$ cat src/rtl/uart_rx_sequencer_pkg.sv
// ----------------------------------------------------------------------------
// uart_rx_sequencer_pkg
//   Shared definitions for the serial-port receive path: FSM state encodings,
//   frame geometry in terms of the bit identification count (BIC), the
//   mid-bit sample point of the bit sample count (BSC), and the 2-of-3
//   majority helper used by the optional rx noise filter (RX_MAJORITY_EN).
// ----------------------------------------------------------------------------
package uart_rx_sequencer_pkg;

    localparam int unsigned DATA_BITS  = 8;
    localparam int unsigned START_IDX  = 0;
    localparam int unsigned STOP_IDX   = DATA_BITS + 1;
    localparam logic [3:0]  MID_SAMPLE = 4'd7;

    typedef enum logic [1:0] {
        ST_IDLE  = 2'd0,
        ST_START = 2'd1,
        ST_DATA  = 2'd2,
        ST_STOP  = 2'd3
    } rx_state_e;

    function automatic logic majority3(input logic [2:0] v);
        return (v[0] & v[1]) | (v[0] & v[2]) | (v[1] & v[2]);
    endfunction

endpackage

$ cat src/rtl/uart_rx_sequencer_shifter.sv
// ----------------------------------------------------------------------------
// uart_rx_shifter
//   Serial-in shift register for the received data bits. Bits arrive LSB
//   first, so each new bit enters at the MSB and moves toward bit 0.
// Ports
//   clk        in   system clock
//   reset      in   asynchronous active-high reset (clears the register)
//   shift_en_i in   shift one bit in this cycle
//   bit_i      in   serial data bit
//   data_o     out  current register contents
// ----------------------------------------------------------------------------
module uart_rx_shifter #(
    parameter int unsigned DATA_BITS = 8
) (
    input  logic                 clk,
    input  logic                 reset,
    input  logic                 shift_en_i,
    input  logic                 bit_i,
    output logic [DATA_BITS-1:0] data_o
);

    logic [DATA_BITS-1:0] shift_q;
    logic [DATA_BITS-1:0] shift_d;

    always_comb begin
        shift_d = shift_q;
        if (shift_en_i) begin
            shift_d = {bit_i, shift_q[DATA_BITS-1:1]};
        end
    end

    always_ff @(posedge clk or posedge reset) begin
        if (reset) begin
            shift_q <= '0;
        end else begin
            shift_q <= shift_d;
        end
    end

    assign data_o = shift_q;

endmodule

$ cat src/rtl/uart_rx_sequencer.sv
// ----------------------------------------------------------------------------
// uart_rx_sequencer
//   Receive sequencer for the serial port. Detects the start edge, enables
//   the external bit/sample counter, samples data bits on its mid-bit strobe,
//   checks the stop bit and presents the character through a valid/ack
//   buffer with overrun and framing-error reporting.
// Configuration
//   RX_MAJORITY_EN : when defined, rx passes through a 2-of-3 majority filter
//                    over the last three clock samples (adds 2 clk latency).
// Ports
//   clk         in   system clock
//   reset       in   asynchronous active-high reset
//   rx          in   synchronised serial input, idle high
//   cnt_enable  out  bit counter enable; low holds the counter cleared
//   bic         in   bit identification count from the counter
//   sr_clk      in   one-cycle mid-bit sample strobe
//   char_rcvd   in   end-of-frame strobe
//   data_out    out  received character, stable while data_valid is high
//   data_valid  out  character available
//   data_ack    in   consumer takes the character (only when data_valid)
//   frame_err   out  one-cycle pulse: stop bit low, character discarded
//   overrun     out  sticky: new character overwrote an unacknowledged one
// ----------------------------------------------------------------------------
module uart_rx_sequencer #(
    parameter int unsigned DATA_BITS = uart_rx_sequencer_pkg::DATA_BITS,
    parameter int unsigned STOP_IDX  = uart_rx_sequencer_pkg::STOP_IDX
) (
    input  logic                 clk,
    input  logic                 reset,
    input  logic                 rx,
    output logic                 cnt_enable,
    input  logic [3:0]           bic,
    input  logic                 sr_clk,
    input  logic                 char_rcvd,
    output logic [DATA_BITS-1:0] data_out,
    output logic                 data_valid,
    input  logic                 data_ack,
    output logic                 frame_err,
    output logic                 overrun
);

    import uart_rx_sequencer_pkg::*;

    localparam logic [3:0] START_BIC     = 4'(START_IDX);
    localparam logic [3:0] STOP_BIC      = 4'(STOP_IDX);
    localparam logic [3:0] LAST_DATA_BIC = 4'(DATA_BITS);

    rx_state_e            state_q;
    logic                 cnt_en_q;
    logic [DATA_BITS-1:0] data_q;
    logic                 valid_q;
    logic                 ferr_q;
    logic                 ovr_q;
    logic                 stop_bit_q;

    logic                 rx_s;
    logic                 shift_en;
    logic [DATA_BITS-1:0] shift_data;

`ifdef RX_MAJORITY_EN
    logic [2:0] hist_q;

    always_ff @(posedge clk or posedge reset) begin
        if (reset) begin
            hist_q <= '1;
        end else begin
            hist_q <= {hist_q[1:0], rx};
        end
    end

    assign rx_s = majority3(hist_q);
`else
    assign rx_s = rx;
`endif

    assign shift_en = (state_q == ST_DATA) && sr_clk &&
                      (bic != 4'd0) && (bic <= LAST_DATA_BIC);

    uart_rx_shifter #(
        .DATA_BITS (DATA_BITS)
    ) u_shifter (
        .clk        (clk),
        .reset      (reset),
        .shift_en_i (shift_en),
        .bit_i      (rx_s),
        .data_o     (shift_data)
    );

    always_ff @(posedge clk or posedge reset) begin
        if (reset) begin
            state_q    <= ST_IDLE;
            cnt_en_q   <= 1'b0;
            data_q     <= '0;
            valid_q    <= 1'b0;
            ferr_q     <= 1'b0;
            ovr_q      <= 1'b0;
            stop_bit_q <= 1'b0;
        end else begin
            ferr_q <= 1'b0;

            if (data_ack && valid_q) begin
                valid_q <= 1'b0;
                ovr_q   <= 1'b0;
            end

            // Buffer load below is written after the ack so it wins on a tie.
            case (state_q)
                ST_IDLE: begin
                    cnt_en_q <= 1'b0;
                    if (!rx_s) begin
                        state_q  <= ST_START;
                        cnt_en_q <= 1'b1;
                    end
                end
                ST_START: begin
                    if (sr_clk && (bic == START_BIC)) begin
                        if (rx_s) begin
                            state_q  <= ST_IDLE;
                            cnt_en_q <= 1'b0;
                        end else begin
                            state_q <= ST_DATA;
                        end
                    end
                end
                ST_DATA: begin
                    if (sr_clk && (bic == STOP_BIC)) begin
                        state_q    <= ST_STOP;
                        stop_bit_q <= rx_s;
                    end
                end
                ST_STOP: begin
                    if (char_rcvd) begin
                        state_q  <= ST_IDLE;
                        cnt_en_q <= 1'b0;
                        if (stop_bit_q) begin
                            data_q  <= shift_data;
                            valid_q <= 1'b1;
                            ovr_q   <= valid_q && !data_ack;
                        end else begin
                            ferr_q <= 1'b1;
                        end
                    end
                end
                default: begin
                    state_q  <= ST_IDLE;
                    cnt_en_q <= 1'b0;
                end
            endcase
        end
    end

    assign cnt_enable = cnt_en_q;
    assign data_out   = data_q;
    assign data_valid = valid_q;
    assign frame_err  = ferr_q;
    assign overrun    = ovr_q;

endmodule

$ cat config.mk
export PLATFORM = sky130hd
export DESIGN_NAME = uart_rx_sequencer
export DESIGN_NICKNAME = d
export VERILOG_FILES = /design/src/rtl/uart_rx_sequencer_pkg.sv /design/src/rtl/uart_rx_sequencer_shifter.sv /design/src/rtl/uart_rx_sequencer.sv
export SDC_FILE = /design/constraint.sdc
export NUM_CORES = 1
export LEC_CHECK = 0
export BUFFER_PORTS_ARGS = -buffer_cell sky130_fd_sc_hd__buf_2
export CELL_PAD_IN_SITES_DETAIL_PLACEMENT = 1
export CELL_PAD_IN_SITES_GLOBAL_PLACEMENT = 1
export CORE_MARGIN = 2
export CORE_UTILIZATION = 42
export CTS_BUF_LIST = sky130_fd_sc_hd__clkbuf_8 sky130_fd_sc_hd__clkbuf_16
export CTS_CLUSTER_DIAMETER = 30
export DETAILED_ROUTE_END_ITERATION = 8
export PLACE_DENSITY_LB_ADDON = 0.05
export SYNTH_ARGS = -nofsm -noshare
export SYNTH_HDL_FRONTEND = slang
export SYNTH_HIERARCHICAL = 1
export SYNTH_SLANG_ARGS = --single-unit
$ cat constraint.sdc
create_clock -name clk -period 1.6 [get_ports clk]
set_clock_uncertainty 0.05 [all_clocks]
set_input_delay 0.24 -clock clk [delete_from_list [all_inputs] [get_ports clk]]
set_output_delay 0.24 -clock clk [all_outputs]
set_load 0.1 [all_outputs]
==> results.md, run 1 <==
Global routing:
- The number of global-route vias before repair is 639.
- Across every metal layer, demand over resource in global routing totals 0.1484.
- The first global-routing pass estimated 2904 um of wire.
- The pin count of the biggest net entering global routing is 16.
- The total overflow left after global routing is 0.
- The initial antenna violation count is 0.

Power:
- In this run the power density over the cells is 908.5 mW/mm^2.
- The clock network fraction of total power is 0.318.
- The worst-case IR drop observed on VDD is 0.6561 mV.
- The analysis attributes to cell leakage a power of 0.0006578 uW.
- Summed over all nets, the switching power comes to 321.2 uW.
- Of the total power, the share spent switching nets is 0.2835.
- The internal power of the cells totals 812.1 uW.
- The share of total power dissipated in combinational logic is 0.148.
- The sequential fraction of design power is 0.534.

Worst hold path:
- In this run the worst hold path is classified as primary input to register.

Drt:
- The number of vias after detailed routing is 654.
- The via-per-instance ratio is 5.070.
- Once detail routing completed, the nets flagged for antenna violations numbered 0.
- The detailed router finished its first iteration with 7 violations.
- Wires add up to 1802 um.
- In the routed design, unresolved DRC markers number 0.
- The detailed-route wire length per cell is 13.97 um.
- The first-pass iteration count of the detailed router is 4.

STA:
- At the pin with the least slew margin, the transition time is 0.5768 ns.
- The tightest slew margin relative to the limit is 0.6150.
- The hold violation total from the final report was 0.
- The total setup violations reported at the end of the flow is 0.
- The smallest clock period supported by the final layout is computed as 1.466 ns.
- The total negative slack for setup checks is 0 ns.
- The max-slew violation count was 0.
- The highest clock frequency the design can meet is 682.0 MHz.
- Setup repair after global routing left no endpoint under its margin.
- The share of the clock period used by the worst path after layout is 0.9165.

Clock network:
- The later pin in the worst-skew pair is clocked with a latency of 0.26 ns.
- In this run, CTS created clock tree buffers numbering 3.
- The tree is rooted in a sky130_fd_sc_hd__clkbuf_8.
- In this run the number of H-tree levels came out at 1.
- TritonCTS built the clock tree.
- Once the clock tree was built, the setup fixing pass inserted 0 buffers.
- The number of sinks driven by the clock tree is 23.
- The clock slew seen by the registers of the worst setup and hold paths is 0.08 ns.
- The clock passes through at most 2 buffers.

Yosys:
- Yosys printed 6 warnings.
- The post-synthesis instance area is 0.001015 mm^2.
- A synthesized cell averages 14.09 um^2.
- The count of mapped cells out of synthesis is 72.
- Synthesis produced a netlist with a net count of 82.
- The flop and latch count out of synthesis is 23.
- Yosys mapped the design onto 28 distinct sky130hd cell types.
- Of the synthesized area, sequential elements account for 0.5672.

Cells and area:
- The share of the core filled with cells is 0.5533.
- The fraction of layout cells with a size suffix above 1 is 0.5050.
- The number of antenna diodes in the final layout is 0.
- The area added between synthesis and finish is 22.94%.
- The count of nets after finishing is 112.

Die:
- The area of the die is 0.002825 mm^2.
- From left edge to right edge, the die measures 53.15 um.
- The count of boundary I/O pins is 22.
- In this run the standard cell core region covers 0.002255 mm^2.
- For this configuration, the core starts out at a cell density of 0.4501.
- The die is 53.15 um tall.
- Row generation in the floorplan step produced 17 rows.

Critical path:
- The required time reported for the critical path endpoint is 1.70 ns.
- Along the worst path, the maximum fanout reaches 8.
- The worst setup path is of the register to register kind.
- Data arrives at the worst endpoint at 1.57 ns.
- The cell at the slowest stage of the critical path is sky130_fd_sc_hd__dfrtp_1.
- The startpoint class of the critical path is a register.
- The signal on the critical path passes through nor2b_1, and3_1, buf_12, mux2_4.
- On the worst path, the slowest cell contributes a delay of 0.46 ns.
- The nature of the critical path endpoint is a register.

Place:
- The final weighted congestion in routability-driven placement is 0.7391.
- Once detailed placement completed, the half-perimeter wirelength came to 1374 um.
- The count of buffers inserted at the top-level ports is 21.

Flow run:
- The number of max-cap violations is 0.

Run status:
- The run finished with clean final reports.
## metrics by stage
stage	total power (uW)	setup WS [ns]	cells	instance area, um^2	hold slack, ns
after floorplan	740.7	0.1404	72	1015	0.005658
after global placement	783.4	0.08438	124	1189	0.1499
after detailed placement	785.4	0.05743	124	1189	0.1682
after CTS	1150	0.1265	129	1247	0.1105
after global routing	1184	0.02527	129	1247	0.1163
final	1133	0.1337	129	1247	0.1132
## critical path, delay by kind of cell (launching register included)
family | cells | cell delay [ns]
flip-flops | 1 | 0.46
AND/OR/NAND/NOR | 2 | 0.41
multiplexers | 1 | 0.30
buffers and inverters | 1 | 0.14
## synthesized netlist by cell type
library cell | number | share of area
sky130_fd_sc_hd__mux2i_1 | 1 | 0.0099
sky130_fd_sc_hd__a22oi_1 | 1 | 0.0074
sky130_fd_sc_hd__a21boi_0 | 1 | 0.0074
sky130_fd_sc_hd__buf_2 | 1 | 0.0049
sky130_fd_sc_hd__nand4_1 | 2 | 0.012
sky130_fd_sc_hd__o41ai_1 | 1 | 0.0086
sky130_fd_sc_hd__and3_1 | 1 | 0.0062
sky130_fd_sc_hd__mux2_4 | 8 | 0.12
sky130_fd_sc_hd__nor2_1 | 2 | 0.0074
sky130_fd_sc_hd__nor3_1 | 1 | 0.0049
sky130_fd_sc_hd__dfrtp_1 | 23 | 0.57
sky130_fd_sc_hd__a211oi_1 | 1 | 0.0074
sky130_fd_sc_hd__nand2b_1 | 1 | 0.0062
sky130_fd_sc_hd__buf_4 | 1 | 0.0074
sky130_fd_sc_hd__nor3b_1 | 2 | 0.015
sky130_fd_sc_hd__nor2b_1 | 1 | 0.0062
sky130_fd_sc_hd__or3b_1 | 1 | 0.0086
sky130_fd_sc_hd__mux2_2 | 9 | 0.10
sky130_fd_sc_hd__xnor2_1 | 1 | 0.0086
sky130_fd_sc_hd__inv_1 | 4 | 0.015
sky130_fd_sc_hd__o21ai_0 | 1 | 0.0049
sky130_fd_sc_hd__nor4_2 | 1 | 0.012
sky130_fd_sc_hd__o31ai_1 | 1 | 0.0074
sky130_fd_sc_hd__nand2_1 | 2 | 0.0074
sky130_fd_sc_hd__a21oi_1 | 1 | 0.0049
sky130_fd_sc_hd__a32o_2 | 1 | 0.011
sky130_fd_sc_hd__buf_6 | 1 | 0.011
sky130_fd_sc_hd__nand4_2 | 1 | 0.012
## cell usage in the layout, fill, tap and decap left out, types with 2 or more instances in the layout
cell | netlist | final
sky130_fd_sc_hd__buf_2 | 1 | 21
sky130_fd_sc_hd__buf_4 | 1 | 5
sky130_fd_sc_hd__clkbuf_8 | 0 | 3
sky130_fd_sc_hd__dfrtp_1 | 23 | 23
sky130_fd_sc_hd__inv_1 | 4 | 4
sky130_fd_sc_hd__mux2_2 | 9 | 9
sky130_fd_sc_hd__mux2_4 | 8 | 8
sky130_fd_sc_hd__nand2_1 | 2 | 2
sky130_fd_sc_hd__nand4_1 | 2 | 2
sky130_fd_sc_hd__nor2_1 | 2 | 2
sky130_fd_sc_hd__nor3b_1 | 2 | 2
## what timing repair did
item / in CTS / in global routing
gates resized for setup: 0 / 0
hold buffers: 1 / 0
endpoints found under the setup margin: 0 / 0
hold endpoints to repair: 8 / 0
## power by group through the flow
stage	combinational [uW]	sequential, uW	clock [uW]
after floorplan	43.6	697	0
after global placement	166	617	0
after detailed placement	168	617	0
after CTS	170	606	373
after global routing	178	608	399
final	168	606	360
## logic make-up after synthesis
group | after synthesis | share of synthesized area
flops | 23 | 0.5672
simple gates | 15 | 0.09865
buf+inv | 7 | 0.03822
xor+xnor | 1 | 0.008633
mux | 18 | 0.2281
compound gates | 8 | 0.05919
## worst paths after layout
path / slack (ns) / from / to / depth (start not counted)
worst max register to register: 0.13 / register / u_shifter/data_o[6] / 4
worst min-delay path: 0.11 / data_ack / overrun / 2
worst max-delay path: 0.13 / register / u_shifter/data_o[6] / 4
max in group asynchronous: 0.59 / reset / state_q[0] / 3
worst min register to register: 0.45 / stop_bit_q / frame_err / 1
min in group asynchronous: 0.42 / reset / u_shifter/data_o[1] / 3
## flip-flops by register name, summed over array words and instances (netlist names), named ones only
signal and count:
cnt_enable 1, data_out 8, data_valid 1, frame_err 1, overrun 1, state_q 1, stop_bit_q 1, u_shifter/data_o 8
## per-layer routing
layer | share of wire | wire length, um | GRT usage | vias to the layer above
li1 | - | - | - | 315
met1 | 0.48 | 863 | 0.2004 | 321
met2 | 0.47 | 848 | 0.2271 | 16
met3 | 0.039 | 71 | 0.03390 | 2
met4 | 0.011 | 19 | 0.06410 | 0
met5 | 0 | 0 | 0 | -
## cell type report
cell class,instances,area (um^2)
clock buffers,3,41.29
clock inverters,1,7.507
fillers,243,1007
inverters,4,15.01
multi-input cells,42,400.4
flip-flops and latches,23,575.6
well taps,28,35.03
repair buffers,28,172.7
Note: power is estimated with default switching activity, not from simulation.
==> run 2, diff against run 1 <==
--- a/config.mk
+++ b/config.mk
@@ -5,14 +5,17 @@
 export SDC_FILE = /design/constraint.sdc
 export NUM_CORES = 1
 export LEC_CHECK = 0
+export ABC_AREA = 1
 export BUFFER_PORTS_ARGS = -buffer_cell sky130_fd_sc_hd__buf_2
 export CELL_PAD_IN_SITES_DETAIL_PLACEMENT = 1
 export CELL_PAD_IN_SITES_GLOBAL_PLACEMENT = 1
+export CORE_ASPECT_RATIO = 0.5
 export CORE_MARGIN = 2
-export CORE_UTILIZATION = 42
+export CORE_UTILIZATION = 38
 export CTS_BUF_LIST = sky130_fd_sc_hd__clkbuf_8 sky130_fd_sc_hd__clkbuf_16
 export CTS_CLUSTER_DIAMETER = 30
 export DETAILED_ROUTE_END_ITERATION = 8
+export HOLD_SLACK_MARGIN = 0.06
 export PLACE_DENSITY_LB_ADDON = 0.05
 export SYNTH_ARGS = -nofsm -noshare
 export SYNTH_HDL_FRONTEND = slang
==> run 2 against run 1 <==
Effect of this change: non-clock buffer count fell by 2; combinational power rose to 5.6 times the previous value; die area rose by 11%; setup slack improved by 0.042 ns; critical path type unchanged.
==> results.md, run 2 <==
Power:
- The cell-internal power came to 1092 uW (+34%).
- The peak ir drop on the vdd network is 0.7015 mV (+6.9%).
- The net switching power of the design is 1004 uW (+210%).
- The sequential fraction of design power is 0.376 (-0.158).
- The clock network fraction of total power is 0.172 (-0.146).
- The switching share of total power came to 0.4791 (+0.1956).
- The power per cell area came to 1696 mW/mm^2 (+87%).
- The reported leakage power is 0.0007355 uW (+12%).
- The combinational share of power is 0.452 (+0.304).

Global routing:
- The initial antenna violation count is 0 (unchanged).
- The total global routing track utilization was 0.1429 (-0.005580).
- The total congestion overflow after global routing is 0 (unchanged).
- The number of global-route vias before repair came to 728 (+14%).
- The pin count of the biggest net entering global routing is 16 (unchanged).
- The wire length of the first global-routing pass is 3305 um (+14%).

Yosys:
- The post-synthesis instance area was 0.001021 mm^2 (+0.62%).
- By count the netlist is led by sky130_fd_sc_hd__nand2_1 (64), sky130_fd_sc_hd__dfrtp_1 (23), sky130_fd_sc_hd__inv_1 (13).
- The portion of synthesized cell area occupied by the leading cell type is 0.5637 (-0.003475).
- The count of warnings emitted by yosys was 6 (unchanged).
- The fraction of registers with async set or reset after synthesis was 1.000 (unchanged).
- The most used flip-flop cell after synthesis is sky130_fd_sc_hd__dfrtp_1.
- The largest total area in the synthesized netlist belongs to sky130_fd_sc_hd__dfrtp_1.
- The most common cell in the netlist is sky130_fd_sc_hd__nand2_1.
- The post-synthesis net count is 136 (+66%).
- The fraction of the yosys area taken by sequential cells is 0.5637 (-0.003475).
- The mean area per synthesized cell was 8.103 um^2 (-43%).
- The count of mapped cells out of synthesis is 126 (+75%).
- The count of cell types in the netlist is 16 (-43%).
- The number of enable flip-flop cells after synthesis came to 0 (unchanged).
- By area the synthesized netlist is led by sky130_fd_sc_hd__dfrtp_1 (56%), sky130_fd_sc_hd__nand2_1 (24%), sky130_fd_sc_hd__inv_1 (4.8%), sky130_fd_sc_hd__nand3_1 (2.5%), sky130_fd_sc_hd__buf_6 (2.2%).
- The flop and latch count out of synthesis is 23 (unchanged).

STA:
- The total negative slack for setup checks came to 0 ns (unchanged).
- The tightest slew margin relative to the limit came to 0.5945 (-0.02052).
- The transition time at the pin with the least slew margin is 0.6076 ns (+0.03075 ns).
- Setup repair after global routing left no endpoint under its margin.
- The max-slew violation count came to 0 (unchanged).
- The total setup violations reported at the end of the flow is 0 (unchanged).
- The hold violation total from the final report is 0 (unchanged).
- The share of the clock period used by the worst path after layout came to 0.8902 (-0.02626).
- The highest clock frequency the design can meet is 702.1 MHz (+3.0%).
- The minimum clock period was 1.424 ns (-0.04202 ns).

Cells and area:
- The count of nets after finishing is 165 (+47%).
- The fraction of layout cells with a size suffix above 1 came to 0.2208 (-0.2842).
- In the layout the commonest cells are sky130_fd_sc_hd__nand2_1 (64), sky130_fd_sc_hd__dfrtp_1 (23), sky130_fd_sc_hd__buf_2 (21).
- The final instance area is 0.001236 mm^2 (-0.90%).
- The total inserted antenna cells was 0 (unchanged).
- The total of fill cells in the finished design is 351 (+44%).
- From synthesis to final layout, the design area changed by 21.08%.
- The library cell used most frequently in the layout, excluding fill and tap cells, is sky130_fd_sc_hd__nand2_1.

Die:
- The area of the die was 0.003142 mm^2 (+11%).
- The area of the core region is 0.002570 mm^2 (+14%).
- The die span in x is 77.31 um (+45%).
- The initial core utilization is 0.3973 (-0.05278).
- The vertical die dimension is 40.65 um (-24%).
- The number of placement rows is 13 (-4).
- The count of boundary I/O pins is 22 (unchanged).

Critical path:
- The critical path arrival was 1.54 ns (-0.03 ns).
- The category of the most critical setup path is register to register.
- The critical-path maximum fanout came to 9 (+1).
- The startpoint class of the critical path is a register.
- The required time reported for the critical path endpoint is 1.71 ns (about the same).
- The worst setup path is captured at a register.

Clock network:
- The clock slew seen by the registers of the worst setup and hold paths is 0.08 ns (about the same).
- The total number of H-tree levels is 1 (unchanged).
- Clock tree synthesis selected as its root buffer the cell sky130_fd_sc_hd__clkbuf_8.
- The number of sinks driven by the clock tree is 23 (unchanged).
- The post-cts sizing count is 0 (unchanged).
- The clock tree from TritonCTS is built.
- The number of buffers created by CTS is 3 (unchanged).
- The largest buffer count on any clock path came to 2 (unchanged).
- The clock latency reported for the late side of the worst-skew pair is 0.26 ns (about the same).

Drt:
- The routed wire length is 2077 um (+15%).
- The post-detailed-route count of antenna-violating nets was 0 (unchanged).
- The via-per-instance ratio came to 4.361 (-14%).
- The first-pass iteration count of the detailed router is 2 (-2).
- The DRC violations left is 0 (unchanged).
- The number of vias after detailed routing is 833 (+27%).
- The detailed-route wire length per cell is 10.87 um (-22%).
- The number of DRC markers after the initial detailed-route iteration was 15 (+8).

Place:
- The total half-perimeter wirelength after legalization and detailed placement is 1586 um (+15%).
- The final weighted congestion in routability-driven placement is 0.7629 (+3.2%).
- The instance area after placement is 0.001172 mm^2 (-1.4%).
- The count of buffers inserted at the top-level ports is 21 (unchanged).

Worst hold path:
- The class of the tightest hold or removal check is primary input to register.

Flow run:
- The number of max-cap violations is 0 (unchanged).

Run status:
- The run finished with clean final reports.
## run 2: cell families (layout without fill, tap and decap cells)
logic type	count (synthesis)	in the layout	share of synthesized area
flip-flops	23	23	0.5637
AO/OA/AOI/OAI	5	5	0.03186
buffers and inverters	17	45	0.07721
AND/OR/NAND/NOR	81	81	0.3272
## run 2: layout make-up
type	count	area (um^2)	area share
Sequential cell	23	575.6	0.4656
Multi-Input combinational cell	86	366.6	0.2966
Timing Repair Buffer	26	145.1	0.1174
Inverter	15	56.30	0.04555
Tap cell	37	46.29	0.03745
Clock buffer	3	41.29	0.03340
Clock inverter	1	5.005	0.004049
## run 2: final timing paths
check | to | startpoint | slack (ns) | cells after the start
max in group asynchronous | data_out[2] | reset | 0.55 | 3
worst max register to register | u_shifter/data_o[3] | register | 0.18 | 8
worst min-delay path | u_shifter/data_o[7] | rx | 0.19 | 3
min in group asynchronous | u_shifter/data_o[6] | reset | 0.43 | 3
worst max-delay path | u_shifter/data_o[3] | register | 0.18 | 8
worst min register to register | frame_err | stop_bit_q | 0.40 | 1
## run 2: what timing repair did
item                                   in CTS  in global routing
endpoints found under the hold margin      23                  0
setup endpoints to repair                   0                  8
hold buffers                                1                  0
buffers inserted                            0                  1
## run 2: worst max-delay path, cell delays in order, from the launching register on
cell and delay (ns):
sky130_fd_sc_hd__dfrtp_1 0.35, sky130_fd_sc_hd__inv_1 0.07, sky130_fd_sc_hd__nor2_1 0.16, sky130_fd_sc_hd__nand2_1 0.08, sky130_fd_sc_hd__a211oi_1 0.21, sky130_fd_sc_hd__buf_4 0.20, sky130_fd_sc_hd__inv_2 0.09, sky130_fd_sc_hd__nand2_1 0.07
sky130_fd_sc_hd__nand2_1 0.05
## run 2: per-layer routing
metal,up-vias,GRT usage,wire length (um),part of all wire
li1,438,-,-,-
met1,373,0.1788,1037,0.50
met2,20,0.2500,926,0.45
met3,2,0.03965,93,0.045
met4,0,0.05357,19,0.0091
met5,-,0,0,0
## run 2: power by group through the flow
stage,Sequential [uW],Clock [uW],Combinational (uW)
finish,788,361,948
global route,814,396,1020
CTS,801,377,930
detailed placement,811,0,928
global placement,809,0,918
floorplan,1240,0,314
## run 2: through the flow
step                hold slack (ns)  std cells  worst slack (ns)  total power (uW)    util
floorplan                  0.005658        126            0.2199              1557       -
global placement             0.1686        185            0.1407              1727  0.4562
detailed placement           0.1660        185           0.07329              1739  0.4562
CTS                          0.1771        190           0.05646              2109  0.4781
global route                 0.1871        191           0.03222              2228  0.4810
finish                       0.1883        191            0.1757              2097  0.4810
==> run 3, diff against run 2 <==
--- a/config.mk
+++ b/config.mk
@@ -11,7 +11,7 @@
 export CELL_PAD_IN_SITES_GLOBAL_PLACEMENT = 1
 export CORE_ASPECT_RATIO = 0.5
 export CORE_MARGIN = 2
-export CORE_UTILIZATION = 38
+export CORE_UTILIZATION = 30
 export CTS_BUF_LIST = sky130_fd_sc_hd__clkbuf_8 sky130_fd_sc_hd__clkbuf_16
 export CTS_CLUSTER_DIAMETER = 30
 export DETAILED_ROUTE_END_ITERATION = 8
==> run 3 against run 2 <==
Effect of this change: power decreased by 0.27%; cell area fell by 0.10%; fmax is 1.6% lower; utilization decreased by 8.5 points; critical path depth decreased by 1; critical path type unchanged; largest power group unchanged; highest routed layer is now met3.
==> results.md, run 3 (synthesis results as in run 2) <==
Global routing:
- The number of global-route vias before repair is 864 (+19%).
- The wire length of the first global-routing pass came to 3836 um (+16%).
- The initial antenna violation count is 0 (unchanged).
- The total congestion overflow after global routing was 0 (unchanged).
- The pin count of the biggest net entering global routing is 16 (unchanged).
- The total global routing track utilization is 0.1324 (-0.01044).

Die:
- The vertical die dimension is 45.25 um (+11%).
- The area of the core region is 0.003118 mm^2 (+21%).
- The die span in x is 86.50 um (+12%).
- The number of placement rows is 14 (+1).
- The initial core utilization is 0.3274 (-0.06983).
- The area of the die is 0.003914 mm^2 (+25%).
- The count of boundary I/O pins is 22 (unchanged).

Drt:
- The detailed-route wire length per cell is 11.49 um (+5.6%).
- The routed wire length is 2217 um (+6.7%).
- The via-per-instance ratio is 4.404 (+0.98%).
- The number of vias after detailed routing came to 850 (+2.0%).
- The number of DRC markers after the initial detailed-route iteration is 8 (-7).
- The post-detailed-route count of antenna-violating nets came to 0 (unchanged).
- The DRC violations left is 0 (unchanged).
- The first-pass iteration count of the detailed router is 3 (+1).

Clock network:
- The number of buffers created by CTS is 3 (unchanged).
- The number of sinks driven by the clock tree is 23 (unchanged).
- The clock slew seen by the registers of the worst setup and hold paths is 0.09 ns (about the same).
- The number of buffers inserted to repair setup after CTS is 0 (unchanged).
- The clock tree from TritonCTS is built.
- The largest buffer count on any clock path is 2 (unchanged).
- The tree is rooted in a sky130_fd_sc_hd__clkbuf_8.
- The clock latency reported for the late side of the worst-skew pair came to 0.26 ns (about the same).
- The total number of H-tree levels is 1 (unchanged).

STA:
- The total negative slack for setup checks is 0 ns (unchanged).
- The minimum clock period came to 1.448 ns (+0.02338 ns).
- The total setup violations reported at the end of the flow is 0 (unchanged).
- The minimum setup slack in the final design is 0.1523 ns (-0.02338 ns).
- The share of the clock period used by the worst path after layout is 0.9048 (+0.01461).
- The max-slew violation count came to 0 (unchanged).
- The transition time at the pin with the least slew margin is 0.6004 ns (-0.007181 ns).
- The hold violation total from the final report came to 0 (unchanged).
- The highest clock frequency the design can meet is 690.8 MHz (-1.6%).
- The tightest slew margin relative to the limit is 0.5993 (+0.004793).

Cells and area:
- The final instance area is 0.001235 mm^2 (-0.10%).
- Compared with the post-synthesis result, the final layout area differs by 20.96%.
- The fraction of layout cells with a size suffix above 1 was 0.2222 (+0.001443).
- Leaving out fill and tap cells, the most frequent cells in the layout are sky130_fd_sc_hd__nand2_1 (64), sky130_fd_sc_hd__dfrtp_1 (23), sky130_fd_sc_hd__buf_2 (21).
- The count of nets after finishing is 164 (-0.61%).
- The most common cell after layout, fill and taps aside is sky130_fd_sc_hd__nand2_1.
- The total inserted antenna cells is 0 (unchanged).

Critical path:
- STA classifies the critical path startpoint as a register.
- The required time reported for the critical path endpoint is 1.71 ns (about the same).
- The endpoint identified for the worst register-to-register timing path is u_shifter/data_o[3].
- The critical path arrival is 1.56 ns (+0.02 ns).
- The critical-path maximum fanout is 9 (unchanged).
- The start of the worst register-to-register path is state_q[0].
- The nature of the critical path endpoint is a register.
- The critical path is of the register to register type.
- The worst setup slack for register-to-register paths is 0.15 ns (-0.02 ns).
- The cell count of the worst reg-to-reg path was 7 (-1).

Worst hold path:
- The startpoint of the tightest hold check path is rx.
- The number of cells on the worst hold path is 3 (unchanged).
- In this run the worst hold path is classified as primary input to register.
- For hold timing, the worst endpoint is u_shifter/data_o[7].

Run status:
- The run finished with clean final reports.

Place:
- The post-placement setup slack is 0.1130 ns (+0.03975 ns).
- The count of buffers inserted at the top-level ports is 21 (unchanged).
- The final weighted congestion in routability-driven placement came to 0.7761 (+1.7%).
- The instance area after placement is 0.001176 mm^2 (+0.32%).
- The total half-perimeter wirelength after legalization and detailed placement is 1752 um (+11%).

Flow run:
- The number of max-cap violations was 0 (unchanged).

Power:
- The reported leakage power was 0.0007306 uW (-0.68%).
- The peak ir drop on the vdd network is 0.7115 mV (+1.4%).
- The overall power after layout was 2091 uW (-0.27%).
- The power per cell area is 1693 mW/mm^2 (-0.16%).
-- run 3: cell types whose count changed in the layout (fill, tap and decap cells not counted) --
cell                     before  now
sky130_fd_sc_hd__nor2_2       0    1
sky130_fd_sc_hd__buf_4        4    3
sky130_fd_sc_hd__nor2_1       6    5
-- run 3: area by class of cell --
cell class	instances	area [um^2]
well taps	40	50.05
multi-input cells	86	369.1
clock inverters	1	5.005
repair buffers	25	137.6
clock buffers	3	41.29
inverters	15	56.30
flip-flops and latches	23	575.6
fillers	405	1883
-- run 3: power by group --
| group | switching [uW] | total [uW] | internal (uW) |
|---|---|---|---|
| Combinational | 729 | 919 | 190 |
| Sequential | 95.8 | 809 | 713 |
| Clock | 189 | 363 | 174 |
-- run 3: worst max path at each step --
stage | from | endpoint
finish | state_q[0] | u_shifter/data_o[3]
global placement | state_q[0] | u_shifter/data_o[7]
CTS | state_q[0] | u_shifter/data_o[3]
floorplan | register | u_shifter/data_o[1]
detailed placement | state_q[0] | u_shifter/data_o[3]
global route | state_q[0] | u_shifter/data_o[4]
-- run 3: metal layers --
metal,track usage,routed length [um],part of all wire
met5,0,0,0
met4,0.03750,0,0
met3,0.04570,84,0.038
met2,0.2231,1007,0.45
met1,0.1653,1125,0.51
-- run 3: what timing repair did --
| action | CTS | global route |
|---|---|---|
| hold endpoints to repair | 23 | 0 |
| hold buffers | 1 | 0 |
| setup endpoints to repair | 0 | 8 |
| gates resized for setup | 0 | 1 |
-- run 3: per-stage QoR --
stage | cells | hold slack (ns) | util
floorplan | 126 | 0.005658 | -
global placement | 188 | 0.1731 | 0.3772
detailed placement | 188 | 0.1804 | 0.3772
CTS | 193 | 0.1849 | 0.3953
global route | 193 | 0.1964 | 0.3961
finish | 193 | 0.1942 | 0.3961
-- run 3: critical path, stage by stage, from the launching register on --
cell	delay [ns]
sky130_fd_sc_hd__dfrtp_1	0.46
sky130_fd_sc_hd__nor2_2	0.17
sky130_fd_sc_hd__nand2_1	0.06
sky130_fd_sc_hd__a211oi_1	0.21
sky130_fd_sc_hd__buf_4	0.19
sky130_fd_sc_hd__inv_2	0.09
sky130_fd_sc_hd__nand2_1	0.06
sky130_fd_sc_hd__nand2_1	0.06
